### config.mk
export PLATFORM = sky130hd
export DESIGN_NAME = hilo_muldiv
export DESIGN_NICKNAME = d
export VERILOG_FILES = /design/src/rtl/hilo_muldiv_pkg.sv /design/src/rtl/hilo_muldiv_div_iter.sv /design/src/rtl/hilo_muldiv.sv
export SDC_FILE = /design/constraint.sdc
export NUM_CORES = 1
export LEC_CHECK = 0
export CAP_MARGIN = 20
export CORE_ASPECT_RATIO = 0.75
export CORE_MARGIN = 1
export CORE_UTILIZATION = 45
export DETAILED_ROUTE_END_ITERATION = 6
export GPL_ROUTABILITY_DRIVEN = 0
export PLACE_DENSITY = 0.76
export SKIP_CTS_REPAIR_TIMING = 1
export SYNTH_ARGS = -nofsm -noshare
export SYNTH_HDL_FRONTEND = slang
export SYNTH_SLANG_ARGS = --single-unit
### constraint.sdc
create_clock -name clk -period 4.75 [get_ports clk]
set_clock_uncertainty 0.2 [all_clocks]
set_input_delay 0.7125 -clock clk [delete_from_list [all_inputs] [get_ports clk]]
set_output_delay 0.7125 -clock clk [all_outputs]
set_load 0.01 [all_outputs]
### src/rtl/hilo_muldiv_pkg.sv
// hilo_muldiv_pkg: shared definitions for the HI/LO multiply/divide unit.
//   - HI/LO bus width and field positions of {hi_we, lo_we, hi, lo}
//   - iteration count of the sequential multiply/divide engines
//   - FSM state encoding (2 bits)
//   - quotient returned on divide by zero
//   - mag32(): two's-complement magnitude helper
package hilo_muldiv_pkg;

  localparam int HILO_BUS_WD = 66;
  localparam int HI_WE       = 65;
  localparam int LO_WE       = 64;
  localparam int HI_MSB      = 63;
  localparam int HI_LSB      = 32;
  localparam int LO_MSB      = 31;
  localparam int LO_LSB      = 0;

  // Fixed to the 32-bit operand width; not intended to be overridden.
  localparam int ITER = 32;

  localparam logic [31:0] DIV_ZERO_QUOT = 32'hFFFF_FFFF;

  typedef enum logic [1:0] {
    IDLE    = 2'd0,
    MUL_RUN = 2'd1,
    DIV_RUN = 2'd2,
    DONE    = 2'd3
  } state_e;

  // Magnitude of v when it is interpreted as signed, else v unchanged.
  function automatic logic [31:0] mag32(input logic [31:0] v, input logic is_signed);
    return (is_signed && v[31]) ? (32'd0 - v) : v;
  endfunction

endpackage

### src/rtl/hilo_muldiv_div_iter.sv
// div_iter: unsigned restoring divider, one quotient bit per cycle.
// Ports:
//   clk, rst       clock, synchronous active-high reset
//   abort          drop an operation in progress
//   start          capture dividend/divisor and begin (ignored while busy)
//   dividend       32-bit unsigned dividend
//   divisor        32-bit unsigned divisor
//   busy           high while iterating
//   done           high during the final iteration cycle
//   quotient       32-bit quotient (valid after done)
//   remainder      32-bit remainder (valid after done)
module div_iter
  import hilo_muldiv_pkg::*;
(
  input  logic        clk,
  input  logic        rst,
  input  logic        abort,
  input  logic        start,
  input  logic [31:0] dividend,
  input  logic [31:0] divisor,
  output logic        busy,
  output logic        done,
  output logic [31:0] quotient,
  output logic [31:0] remainder
);

  logic [32:0] prem;
  logic [31:0] quot;
  logic [31:0] dvsr;
  logic [4:0]  cnt;
  logic [33:0] trial;
  logic        fits;

  // The dividend is shifted out of quot MSB-first into the partial
  // remainder; quotient bits are shifted in at the bottom of quot.
  assign trial = {prem, quot[31]} - {2'b00, dvsr};
  assign fits  = ~trial[33];

  assign done      = busy && (cnt == 5'(ITER - 1));
  assign quotient  = quot;
  assign remainder = prem[31:0];

  always_ff @(posedge clk) begin
    if (rst) begin
      busy <= 1'b0;
      cnt  <= '0;
      prem <= '0;
      quot <= '0;
      dvsr <= '0;
    end else if (abort) begin
      busy <= 1'b0;
      cnt  <= '0;
    end else if (start && !busy) begin
      busy <= 1'b1;
      cnt  <= '0;
      prem <= '0;
      quot <= dividend;
      dvsr <= divisor;
    end else if (busy) begin
      prem <= fits ? trial[32:0] : {prem[31:0], quot[31]};
      quot <= {quot[30:0], fits};
      cnt  <= cnt + 5'd1;
      if (done) busy <= 1'b0;
    end
  end

endmodule

### src/rtl/hilo_muldiv.sv
// hilo_muldiv: execute-stage HI/LO producer for MULT/MULTU/DIV/DIVU/MTHI/MTLO.
// Ports:
//   clk, rst       clock, synchronous active-high reset
//   flush          abort any operation, return to IDLE
//   ex_hold        downstream stall; holds a finished result on the bus
//   op_*           one-hot-ish decoded op (priority div>divu>mult>multu>mthi>mtlo)
//   src1, src2     rs / rt operands
//   hilo_bus       {hi_we, lo_we, hi[31:0], lo[31:0]}
//   stallreq       hold IF/ID/EX while a multi-cycle op is in flight
// Build option: define HILO_FAST_MUL_EN for a single-cycle multiplier
// (IDLE -> DONE directly for MULT/MULTU). Division is always iterative.
module hilo_muldiv
  import hilo_muldiv_pkg::*;
(
  input  logic                   clk,
  input  logic                   rst,
  input  logic                   flush,
  input  logic                   ex_hold,
  input  logic                   op_mult,
  input  logic                   op_multu,
  input  logic                   op_div,
  input  logic                   op_divu,
  input  logic                   op_mthi,
  input  logic                   op_mtlo,
  input  logic [31:0]            src1,
  input  logic [31:0]            src2,
  output logic [HILO_BUS_WD-1:0] hilo_bus,
  output logic                   stallreq
);

  state_e      state;
  logic [4:0]  count;
  logic [63:0] acc;
  logic [31:0] mcand;
  logic [31:0] src1_raw;
  logic        is_div;
  logic        neg_res;
  logic        neg_rem;
  logic        div_zero;

  logic        sel_div, sel_mul, sel_mthi, sel_mtlo, sel_signed;
  logic [31:0] mag1, mag2;
  logic        div_start, div_busy, div_done;
  logic [31:0] div_quot, div_rem;
  logic [32:0] mul_sum;
  logic [63:0] prod_fix;
  logic [31:0] res_hi, res_lo;

  always_comb begin
    sel_div    = op_div | op_divu;
    sel_mul    = ~sel_div & (op_mult | op_multu);
    sel_mthi   = ~sel_div & ~sel_mul & op_mthi;
    sel_mtlo   = ~sel_div & ~sel_mul & ~op_mthi & op_mtlo;
    sel_signed = sel_div ? op_div : op_mult;
  end

  assign mag1      = mag32(src1, sel_signed);
  assign mag2      = mag32(src2, sel_signed);
  assign div_start = (state == IDLE) && sel_div && !flush;

  div_iter u_div (
    .clk       (clk),
    .rst       (rst),
    .abort     (flush),
    .start     (div_start),
    .dividend  (mag1),
    .divisor   (mag2),
    .busy      (div_busy),
    .done      (div_done),
    .quotient  (div_quot),
    .remainder (div_rem)
  );

  // Shift-add step: multiplier sits in acc[31:0] and is consumed LSB-first
  // while the partial product grows in the upper half.
  assign mul_sum = {1'b0, acc[63:32]} + (acc[0] ? {1'b0, mcand} : 33'd0);

  always_ff @(posedge clk) begin
    if (rst) begin
      state    <= IDLE;
      count    <= '0;
      acc      <= '0;
      mcand    <= '0;
      src1_raw <= '0;
      is_div   <= 1'b0;
      neg_res  <= 1'b0;
      neg_rem  <= 1'b0;
      div_zero <= 1'b0;
    end else if (flush) begin
      state <= IDLE;
      count <= '0;
    end else begin
      case (state)
        IDLE: begin
          count <= '0;
          if (sel_div) begin
            is_div   <= 1'b1;
            neg_res  <= op_div & (src1[31] ^ src2[31]);
            neg_rem  <= op_div & src1[31];
            div_zero <= (src2 == 32'd0);
            src1_raw <= src1;
            state    <= DIV_RUN;
          end else if (sel_mul) begin
            is_div   <= 1'b0;
            neg_res  <= op_mult & (src1[31] ^ src2[31]);
            neg_rem  <= 1'b0;
            div_zero <= 1'b0;
`ifdef HILO_FAST_MUL_EN
            acc      <= {32'd0, mag1} * {32'd0, mag2};
            state    <= DONE;
`else
            acc      <= {32'd0, mag2};
            mcand    <= mag1;
            state    <= MUL_RUN;
`endif
          end
        end
        MUL_RUN: begin
          acc   <= {mul_sum, acc[31:1]};
          count <= count + 5'd1;
          if (count == 5'(ITER - 1)) state <= DONE;
        end
        DIV_RUN: begin
          count <= count + 5'd1;
          if (div_done) state <= DONE;
        end
        DONE: begin
          if (!ex_hold) state <= IDLE;
        end
        default: state <= IDLE;
      endcase
    end
  end

  // Sign correction is applied to the stored magnitudes when presenting.
  always_comb begin
    prod_fix = neg_res ? (64'd0 - acc) : acc;
    res_hi   = prod_fix[63:32];
    res_lo   = prod_fix[31:0];
    if (is_div) begin
      if (div_zero) begin
        res_hi = src1_raw;
        res_lo = DIV_ZERO_QUOT;
      end else begin
        res_hi = neg_rem ? (32'd0 - div_rem)  : div_rem;
        res_lo = neg_res ? (32'd0 - div_quot) : div_quot;
      end
    end
  end

  always_comb begin
    hilo_bus = '0;
    stallreq = 1'b0;
    if (!rst && !flush) begin
      case (state)
        IDLE: begin
          if (sel_div || sel_mul) begin
            stallreq = 1'b1;
          end else if (sel_mthi) begin
            hilo_bus[HI_WE]          = 1'b1;
            hilo_bus[HI_MSB:HI_LSB]  = src1;
          end else if (sel_mtlo) begin
            hilo_bus[LO_WE]          = 1'b1;
            hilo_bus[LO_MSB:LO_LSB]  = src1;
          end
        end
        MUL_RUN: stallreq = 1'b1;
        DIV_RUN: stallreq = div_busy;
        DONE: begin
          hilo_bus[HI_WE]         = 1'b1;
          hilo_bus[LO_WE]         = 1'b1;
          hilo_bus[HI_MSB:HI_LSB] = res_hi;
          hilo_bus[LO_MSB:LO_LSB] = res_lo;
        end
        default: ;
      endcase
    end
  end

endmodule
### After elaboration in Yosys (flattened, before gate mapping)

Cells that the tools add are included.

| storage, ports and cells | value |
|---|---|
| input port bits | 74 |
| output and inout port bits | 67 |
| register bits after elaboration | 242 |

| operators by class | value |
|---|---|
| reductions and logical operators | 27 |
| equal/unequal tests | 11 |
| multiplexer cells | 47 |
| bitwise logic cells | 16 |
| add/subtract/negate cells | 9 |

Operator list:

| operator | number |
|---|---|
| 32-bit two-way mux | 14 |
| 64-bit two-way mux | 3 |
| 66-bit two-way mux | 2 |
| 66-bit one-hot mux with 2 select lines | 1 |
| 64-bit one-hot mux with 2 select lines | 1 |
| 1-bit by 32-bit subtractor with 32-bit output (first input constant) | 4 |
| 33-bit two-way mux | 3 |
| 1-bit by 64-bit subtractor with 64-bit output (first input constant) | 1 |
| 34-bit by 32-bit subtractor with 34-bit output | 1 |
| 32-bit by 32-bit adder with 33-bit output | 1 |
| 32-bit zero test | 1 |
| 1-bit two-way mux | 15 |
| 4-bit AND reduction | 3 |
| 5-bit by 1-bit adder with 5-bit output (second input constant) | 2 |
| 5-bit == test (second input constant) | 2 |
| 2-bit two-way mux | 5 |
| 2-bit inequality test (second input constant) | 5 |
| 5-bit one-hot mux with 2 select lines | 1 |
| 1-bit AND | 8 |
| 2-bit one-hot mux with 4 select lines | 1 |
| 2-bit nonzero test | 4 |
| 1-bit logical AND | 7 |
| 3-bit AND reduction | 2 |
| 1-bit NOT | 5 |
| 12 further kinds | 18 |

### Depth between registers and ports, before layout

Gate-level depths: netlist (run 1).

| depth | value |
|---|---|
| depth after elaboration | 12 |
| gate-level depth with buffers | 16 |

### Hierarchy

From an unflattened synthesis (run 1), not the netlist that was laid out.

| unflattened totals | value |
|---|---|
| cell total of the unflattened synthesis | 2639 |
| area total of the unflattened synthesis | 18959.4 sq um |

By module, submodules not included:

| module | instances | cells an instance | area an instance (sq um) |
|---|---|---|---|
| hilo_muldiv | 1 | 1805 | 12638.4 |
| div_iter | 1 | 834 | 6321.1 |

### Worst setup path before layout (run 1)

Ideal clock, no wire load.

| timing path | value |
|---|---|
| path kind | register to output |
| start | register u_div.quot[2] (netlist: u_div.quotient[2]) |
| end | output port hilo_bus[29] |
| buffers on the path | 0 |
| arrival time | 3.157 ns |
| cell stages (with the launch flop) | 11 |
| slack | 0.680 ns |
| cell sequence | dfxtp_1 > or4_4 > nor4_4 > nand2_2 > or4_4 > or3_4 > or4_4 > o31ai_4 > xnor2_1 > o22ai_2 > o21ai_1 |

| between the ends | value |
|---|---|
| word-level cells in the longest chain between the ends | 6 |

RTL lines:

| what | line | text |
|---|---|---|
| from (decl) | hilo_muldiv_div_iter.sv:28 | `logic [31:0] quot;` |
| from (signal assigned) | hilo_muldiv_div_iter.sv:57 | `quot <= dividend;` |
| from (signal assigned) | hilo_muldiv_div_iter.sv:61 | `quot <= {quot[30:0], fits};` |
| 1-bit by 32-bit subtractor with 32-bit output | hilo_muldiv.sv:146 | `res_lo = neg_res ? (32'd0 - div_quot) : div_quot;` |
| 32-bit two-way mux | hilo_muldiv.sv:146 |  |
| 32-bit two-way mux | hilo_muldiv.sv:141 | `if (div_zero) begin` |
| 32-bit two-way mux | hilo_muldiv.sv:140 | `if (is_div) begin` |
| 66-bit one-hot mux with 2 select lines | hilo_muldiv.sv:155 | `case (state)` |
| 66-bit two-way mux | hilo_muldiv.sv:154 | `if (!rst && !flush) begin` |
| to (decl) | hilo_muldiv.sv:27 | `output logic [HILO_BUS_WD-1:0] hilo_bus,` |

Every way passes these cells.

### Worst setup path in the final report (run 1)

Same ends and word-level chain as after synthesis.

==> metrics.txt, run 1 <==
status=complete, but fails checks; failing checks=design-rule violations, negative setup slack; Die X=~240 µm; # IOs=141; Antenna Nets Post-Route=0; leak pwr=0.00861 µW; Synth top area share=a little over a quarter; Slew @ Worst Pin=between 1 and 1.5 ns; via density per instance=6.30; Tot Pwr=roughly 6100 µW; total core area=~0.04 mm²; Clk pin slew, worst setup/hold paths=roughly 0.060 ns; vias in the first global route=between 15k and 20k; max_slew headroom=25.5%; Post-synth EDFFs=0; via count=around 20k; Tot GR Track Use=31.4%; hpwl dp=between 50 and 60 mm; Slew Limit Fails=0; Hold Crit Class=reg2reg; Setup CP Type=reg2out; total grt overflow=0; first-pass GRT wire length=approximately 100 mm; initial antenna violation count=4; Synth Cell Area=between 0.015 and 0.02 mm²; IO Port Bufs=140; Syn. warnings=0; CP max FO=4; Die Ht=177 µm; Residual DRC=7; Die Area=approximately 0.042 mm²; #FFs+latches synth=roughly 240; RSZ-0062 raised after global routing=true; crit start category=flop; CP Capture Type=output port; Initial Util=a little under half; internal reg-to-reg setup slack=0.45 ns; CTS Buf Count=26; clock sink count=~240; Final Cycle Share=105%; Core Rows=63; xor/xnor cell area share of the yosys netlist=a little under an eighth; worst r2r src=acc[0]$_SDFFE_PP0P_; Routed Wire Length=68.3 mm; Gate Count Post-Synth=about 2.5k; final setup vio count=15; Pre-Repair DR Iteration Count=7; Hold WS=between 0.2 and 0.3 ns; fin nets=around 2.8k; routed len/inst=approximately 22 µm; Layout area overhead=18.9%; pin count of the biggest net entering global routing=roughly 190; CP Data Arrival Time=4.09 ns; P per Cell Area=approximately 280 mW/mm²; ys flop type=dfxtp_1; Area contributors post-synth=dfxtp_1 (26%), nand2_1 (7.4%), xnor2_1 (6.5%); Max Cap Viol=0; Mean Syn Cell Area=7.29 µm²; post-synthesis sequential area ratio=approximately a quarter; layout cell share with drive strength beyond 1=around 10%; initial drt markers=between 2k and 3k; Post-Synth Adder-Cell Area=5.54%; RR Endpoint=acc[56]$_SDFFE_PP0P_; fraction of synthesized area in multiplexers=around 2.3%; clk_lat worst skew=around 0.56 ns; required time worst endpoint=3.84 ns; Fill cells=roughly 3.6k; final worst slack=-0.250 ns; Synth area leader=dfxtp_1; Max clock buf depth=3; f_max=approximately 0.2 GHz; Compound-Gate Fraction of Synth Area=around 28%; Worst Setup EP=hilo_bus[29]; largest family of logic cells by synthesized area=compound AO/OA/AOI/OAI gates; Simple-Gate Fraction of Synth Area=about a fifth; r2r worst-path depth=13; TritonCTS clock tree=done; Hold Violations, Final=0; Worst Setup SP=u_div.quotient[2]$_SDFFE_PP0P_; Async SR Flop Fraction=0%; Netlist cell types=73; count leader, synth=nand2_1; placed cell areas=about 0.02 mm²; clk root buf=clkbuf_16; peak supply drop=0.254 mV; Period minus WS final=approximately 5.0 ns; H-tree levels=1; Post-synth top cells=nand2_1 (364), dfxtp_1 (242), a21oi_1 (236), nor2_1 (230), o21ai_0 (205); final instance area=between 0.02 and 0.025 mm²; Post-Synthesis Net Count=~2.7k
[how the worst min path moves through the flow]
stage,startpoint,end,cells after the start
floorplan,mcand[0]$_SDFFE_PP0P_,mcand[0]$_SDFFE_PP0P_,2
global placement,mcand[0]$_SDFFE_PP0P_,mcand[0]$_SDFFE_PP0P_,2
detailed placement,mcand[0]$_SDFFE_PP0P_,mcand[0]$_SDFFE_PP0P_,2
CTS,mcand[0]$_SDFFE_PP0P_,mcand[0]$_SDFFE_PP0P_,2
global route,src1_raw[8]$_SDFFE_PP0P_,src1_raw[8]$_SDFFE_PP0P_,2
finish,src1_raw[26]$_SDFFE_PP0P_,src1_raw[26]$_SDFFE_PP0P_,2
[power by group]
part,internal [µW],switching (µW),total [µW]
sequential,2140,120,2260
clock,1300,907,2210
combinational,599,1000,1600
[kinds of logic after synthesis]
logic type	Yosys count
mux	43
flops	242
xor+xnor	239
buf+inv	270
compound gates	795
fa+ha+maj	80
simple gates	849
[sequential cells by signal, summed over array words and instances (netlist names)]
name            flops
acc                64
u_div.prem         33
mcand              32
src1_raw           32
u_div.dvsr         32
u_div.quotient     32
count               5
u_div.cnt           5
state               2
div_zero            1
is_div              1
neg_rem             1
neg_res             1
u_div.busy          1
[layout make-up]
type                       instances  area (µm²)  share of cell area (%)
clock buffer                      37         783                    3.59
timing repair buffer             241        2230                    10.2
tap                              520         651                    2.98
inverter                          89         334                    1.53
antenna                            1        2.50                  0.0115
sequential                       242        4850                    22.2
multi-input combinational       2006       12800                    58.9
clock inverter                     8         118                   0.539
[critical path, stage by stage, from the launching register on]
cell and delay, ns:
dfxtp_1 0.31, or4_4 0.56, nor4_4 0.29, nand2_2 0.11, or4_4 0.53, or3_4 0.36
or4_4 0.47, o31ai_4 0.19, xnor2_1 0.16, o22ai_2 0.09, o21ai_1 0.15, buf_4 0.17
buf_4 0.12
[through the flow]
stage | worst slack [ns] | cells | TNS, ns | utilization [%]
global placement | 0.0556 | 3090 | 0 | 51.4
detailed placement | -0.00416 | 3091 | -0.00416 | 51.4
floorplan | 0.680 | 2518 | 0 | -
finish | -0.250 | 3144 | -1.68 | 54.7
global route | -0.340 | 3143 | -3.41 | 54.7
CTS | -0.621 | 3136 | -11.13 | 53.6
[cells in the final DEF, fill, tap and decap left out, types with 18 or more instances in the layout]
cell             instances
nand2_1                362
dfxtp_1                235
a21oi_1                231
nor2_1                 224
o21ai_0                190
xnor2_1                137
clkdlybuf4s50_1        111
xor2_1                 101
buf_4                  101
inv_1                   89
a211oi_1                78
ha_1                    77
mux2i_1                 43
and2_1                  36
o31ai_1                 35
a21o_1                  33
nor3_1                  31
o221ai_1                29
clkbuf_16               27
dlymetal6s2s_1          24
o41ai_1                 23
nand3_1                 22
a31oi_1                 18
[layer usage]
layer  track usage [%]  routed length (µm)
met1              41.8               27500
met2              46.2               27900
met3              10.6                9620
met4              13.4                3250
met5                 0                  12
Note: power is estimated with default switching activity, not from simulation.
==> run 2: changes to the inputs <==
--- a/constraint.sdc
+++ b/constraint.sdc
@@ -3,3 +3,3 @@
 set_input_delay 0.7125 -clock clk [delete_from_list [all_inputs] [get_ports clk]]
 set_output_delay 0.7125 -clock clk [all_outputs]
-set_load 0.01 [all_outputs]
+set_load 0.05 [all_outputs]
==> run 2 against run 1 <==
The flow still finishes with violations (design-rule violations, negative setup slack); worst setup slack worse by 0.049 ns; combinational power hardly changed; sequential share of layout area is 0.46 points lower; design area is 2.2% higher; wire length is 1.9% higher; sequential power hardly changed; worst hold slack hardly changed; core utilization is 1.2 points higher; non-clock buffer count is 18 lower; first-iteration DRC count is 8.6% higher; cell count is 0.48% lower; largest cell class unchanged.
==> metrics.txt, run 2 (synthesis results as in run 1) <==
Setup CP Type=reg2out; max_slew headroom=18.9% (-6.7 points); Max Cap Viol=0 (unchanged); Tot GR Track Use=31.9% (+0.43 points); setup TNS=-0.715 ns (+0.967 ns); TritonCTS clock tree=done; total core area=0.0399 mm² (unchanged); final setup vio count=4 (-11); min-delay src=src1_raw[22]$_SDFFE_PP0P_; Core Rows=63 (unchanged); r2r worst-path depth=13 (unchanged); Hold Crit Class=reg2reg; fin nets=2743 (-0.62%); final worst slack=-0.300 ns (-0.0493 ns); total grt overflow=0 (unchanged); layout cell share with drive strength beyond 1=11.4% (+1.6 points); CP max FO=5 (+1); most common cell after layout, fill and taps aside=nand2_1; CP Capture Type=output port; via density per instance=6.38 (+1.2%); Initial Util=46.0% (unchanged); Layout area overhead=21.5%; status=complete, but fails checks; Residual DRC=7 (unchanged); peak supply drop=0.225 mV (-11%); Biggest register=acc; f_max=0.198 GHz (-0.98%); Die Ht=177 µm (unchanged); # IOs=141 (unchanged); most frequent cells in the layout=nand2_1 (363), dfxtp_1 (233), a21oi_1 (231); crit start category=flop; IO Port Bufs=140 (unchanged); clk root buf=clkbuf_16; clk_lat worst skew=0.56 ns (about the same); initial drt markers=2954 (+8.6%); Max clock buf depth=3 (unchanged); CTS Buf Count=27 (+3.8%); H-tree levels=1 (unchanged); initial antenna violation count=1 (-3); Antenna Nets Post-Route=0 (unchanged); internal reg-to-reg setup slack=0.30 ns (-0.15 ns); required time worst endpoint=3.84 ns (about the same); Die X=235 µm (unchanged); Largest regs=acc (64), u_div.prem (33); Min-Delay Endpoint=src1_raw[22]$_SDFFE_PP0P_; number of flip-flops in the largest register=64 (unchanged); Routed Wire Length=69.6 mm (+1.9%); RR Endpoint=acc[56]$_SDFFE_PP0P_; leak pwr=0.00839 µW (-2.6%); CP Data Arrival Time=4.14 ns (+0.05 ns); P per Cell Area=275 mW/mm² (-1.1%); Finished Layout Cells=3129 (-0.48%); worst r2r src=acc[0]$_SDFFE_PP0P_; Final Cycle Share=106% (+1.0 points); Die Area=0.0416 mm² (unchanged); hpwl dp=51.2 mm (+0.70%); Period minus WS final=5.05 ns (+0.0493 ns); Pre-Repair DR Iteration Count=7 (unchanged); failing checks=design-rule violations, negative setup slack; antenna fix cells=0 (-1); first-pass GRT wire length=104 mm (+1.5%); via count=20.0k (+0.74%); Hold Violations, Final=0 (unchanged); pin count of the biggest net entering global routing=160 (-14%); clock sink count=242 (unchanged); Hold WS=0.255 ns (+0.000317 ns); Hold Path Cell Cnt=2 (unchanged); cell count after placement=3072 (-0.61%); Slew Limit Fails=0 (unchanged); vias in the first global route=18.1k (+1.4%); Slew @ Worst Pin=1.22 ns (+0.100 ns); routed len/inst=22.2 µm (+2.4%); Clk pin slew, worst setup/hold paths=0.06 ns (about the same); Fill cells=3558 (-2.4%); RSZ-0062 raised after global routing=true
-- run 2: cell types whose count changed in the layout (fill, tap and decap cells not counted), moves of 3 or more --
cell             delta
buf_12             +65
buf_4              -21
clkbuf_8            -4
clkdlybuf4s50_1    -39
dlymetal6s2s_1     -24
nor2_2              -3
o21ai_0             +7
o21ai_1             -6
o31ai_2             -3
o41ai_2             +3
o41ai_4             -4
-- run 2: worst max-delay path, stage by stage, from the launching register on --
cell and delay [ns]:
dfxtp_4 0.36, or4_4 0.56, nor4_4 0.27, nand2_2 0.12, or4_4 0.43, or3_4 0.40
or4_4 0.46, o31ai_4 0.27, xnor2_2 0.15, o22ai_2 0.09, o21ai_1 0.15, buf_4 0.18
buf_12 0.14
-- run 2: report_power, final --
group          leakage (µW)  internal, µW  switching, µW
logic               0.00596           576            995
registers           0.00197          2140            129
clock network      0.000458          1360            932
-- run 2: worst max-delay path by stage --
stage,from,to,slack (ns),cells after the start
after detailed placement,acc[19]$_SDFFE_PP0P_,hilo_bus[52],0.26,11
after CTS,acc[19]$_SDFFE_PP0P_,hilo_bus[52],-0.33,11
after floorplan,u_div.quotient[2]$_SDFFE_PP0P_,hilo_bus[29],0.17,10
final,u_div.quotient[5]$_SDFFE_PP0P_,hilo_bus[29],-0.30,12
after global placement,u_div.quotient[2]$_SDFFE_PP0P_,hilo_bus[29],0.32,12
after global routing,u_div.quotient[5]$_SDFFE_PP0P_,hilo_bus[29],-0.35,12
-- run 2: through the flow --
stage               instance area [µm²]  util, %  setup WS (ns)  total power, µW
floorplan                         18400        -          0.166             3230
global placement                  21000     52.7          0.323             3690
detailed placement                21000     52.7          0.256             3730
CTS                               22000     55.0         -0.334             5990
global route                      22300     55.9         -0.345             6330
finish                            22300     55.9         -0.300             6130
-- run 2: area by class of cell --
type / instances / area, µm² / share of cell area (%)
Clock buffer: 34 / 732 / 3.28
Clock inverter: 15 / 211 / 0.948
Inverter: 89 / 334 / 1.50
Multi-Input combinational cell: 2006 / 12800 / 57.3
Sequential cell: 242 / 4860 / 21.8
Tap cell: 520 / 651 / 2.92
Timing Repair Buffer: 223 / 2740 / 12.3
-- run 2: metal layers --
metal | vias to the layer above | share of wire (%) | global-route usage [%]
met5 | - | 0 | 0
met4 | 0 | 4.9 | 14.4
met3 | 235 | 14 | 9.37
met2 | 1318 | 42 | 48.2
met1 | 9327 | 39 | 41.8
li1 | 9072 | - | -
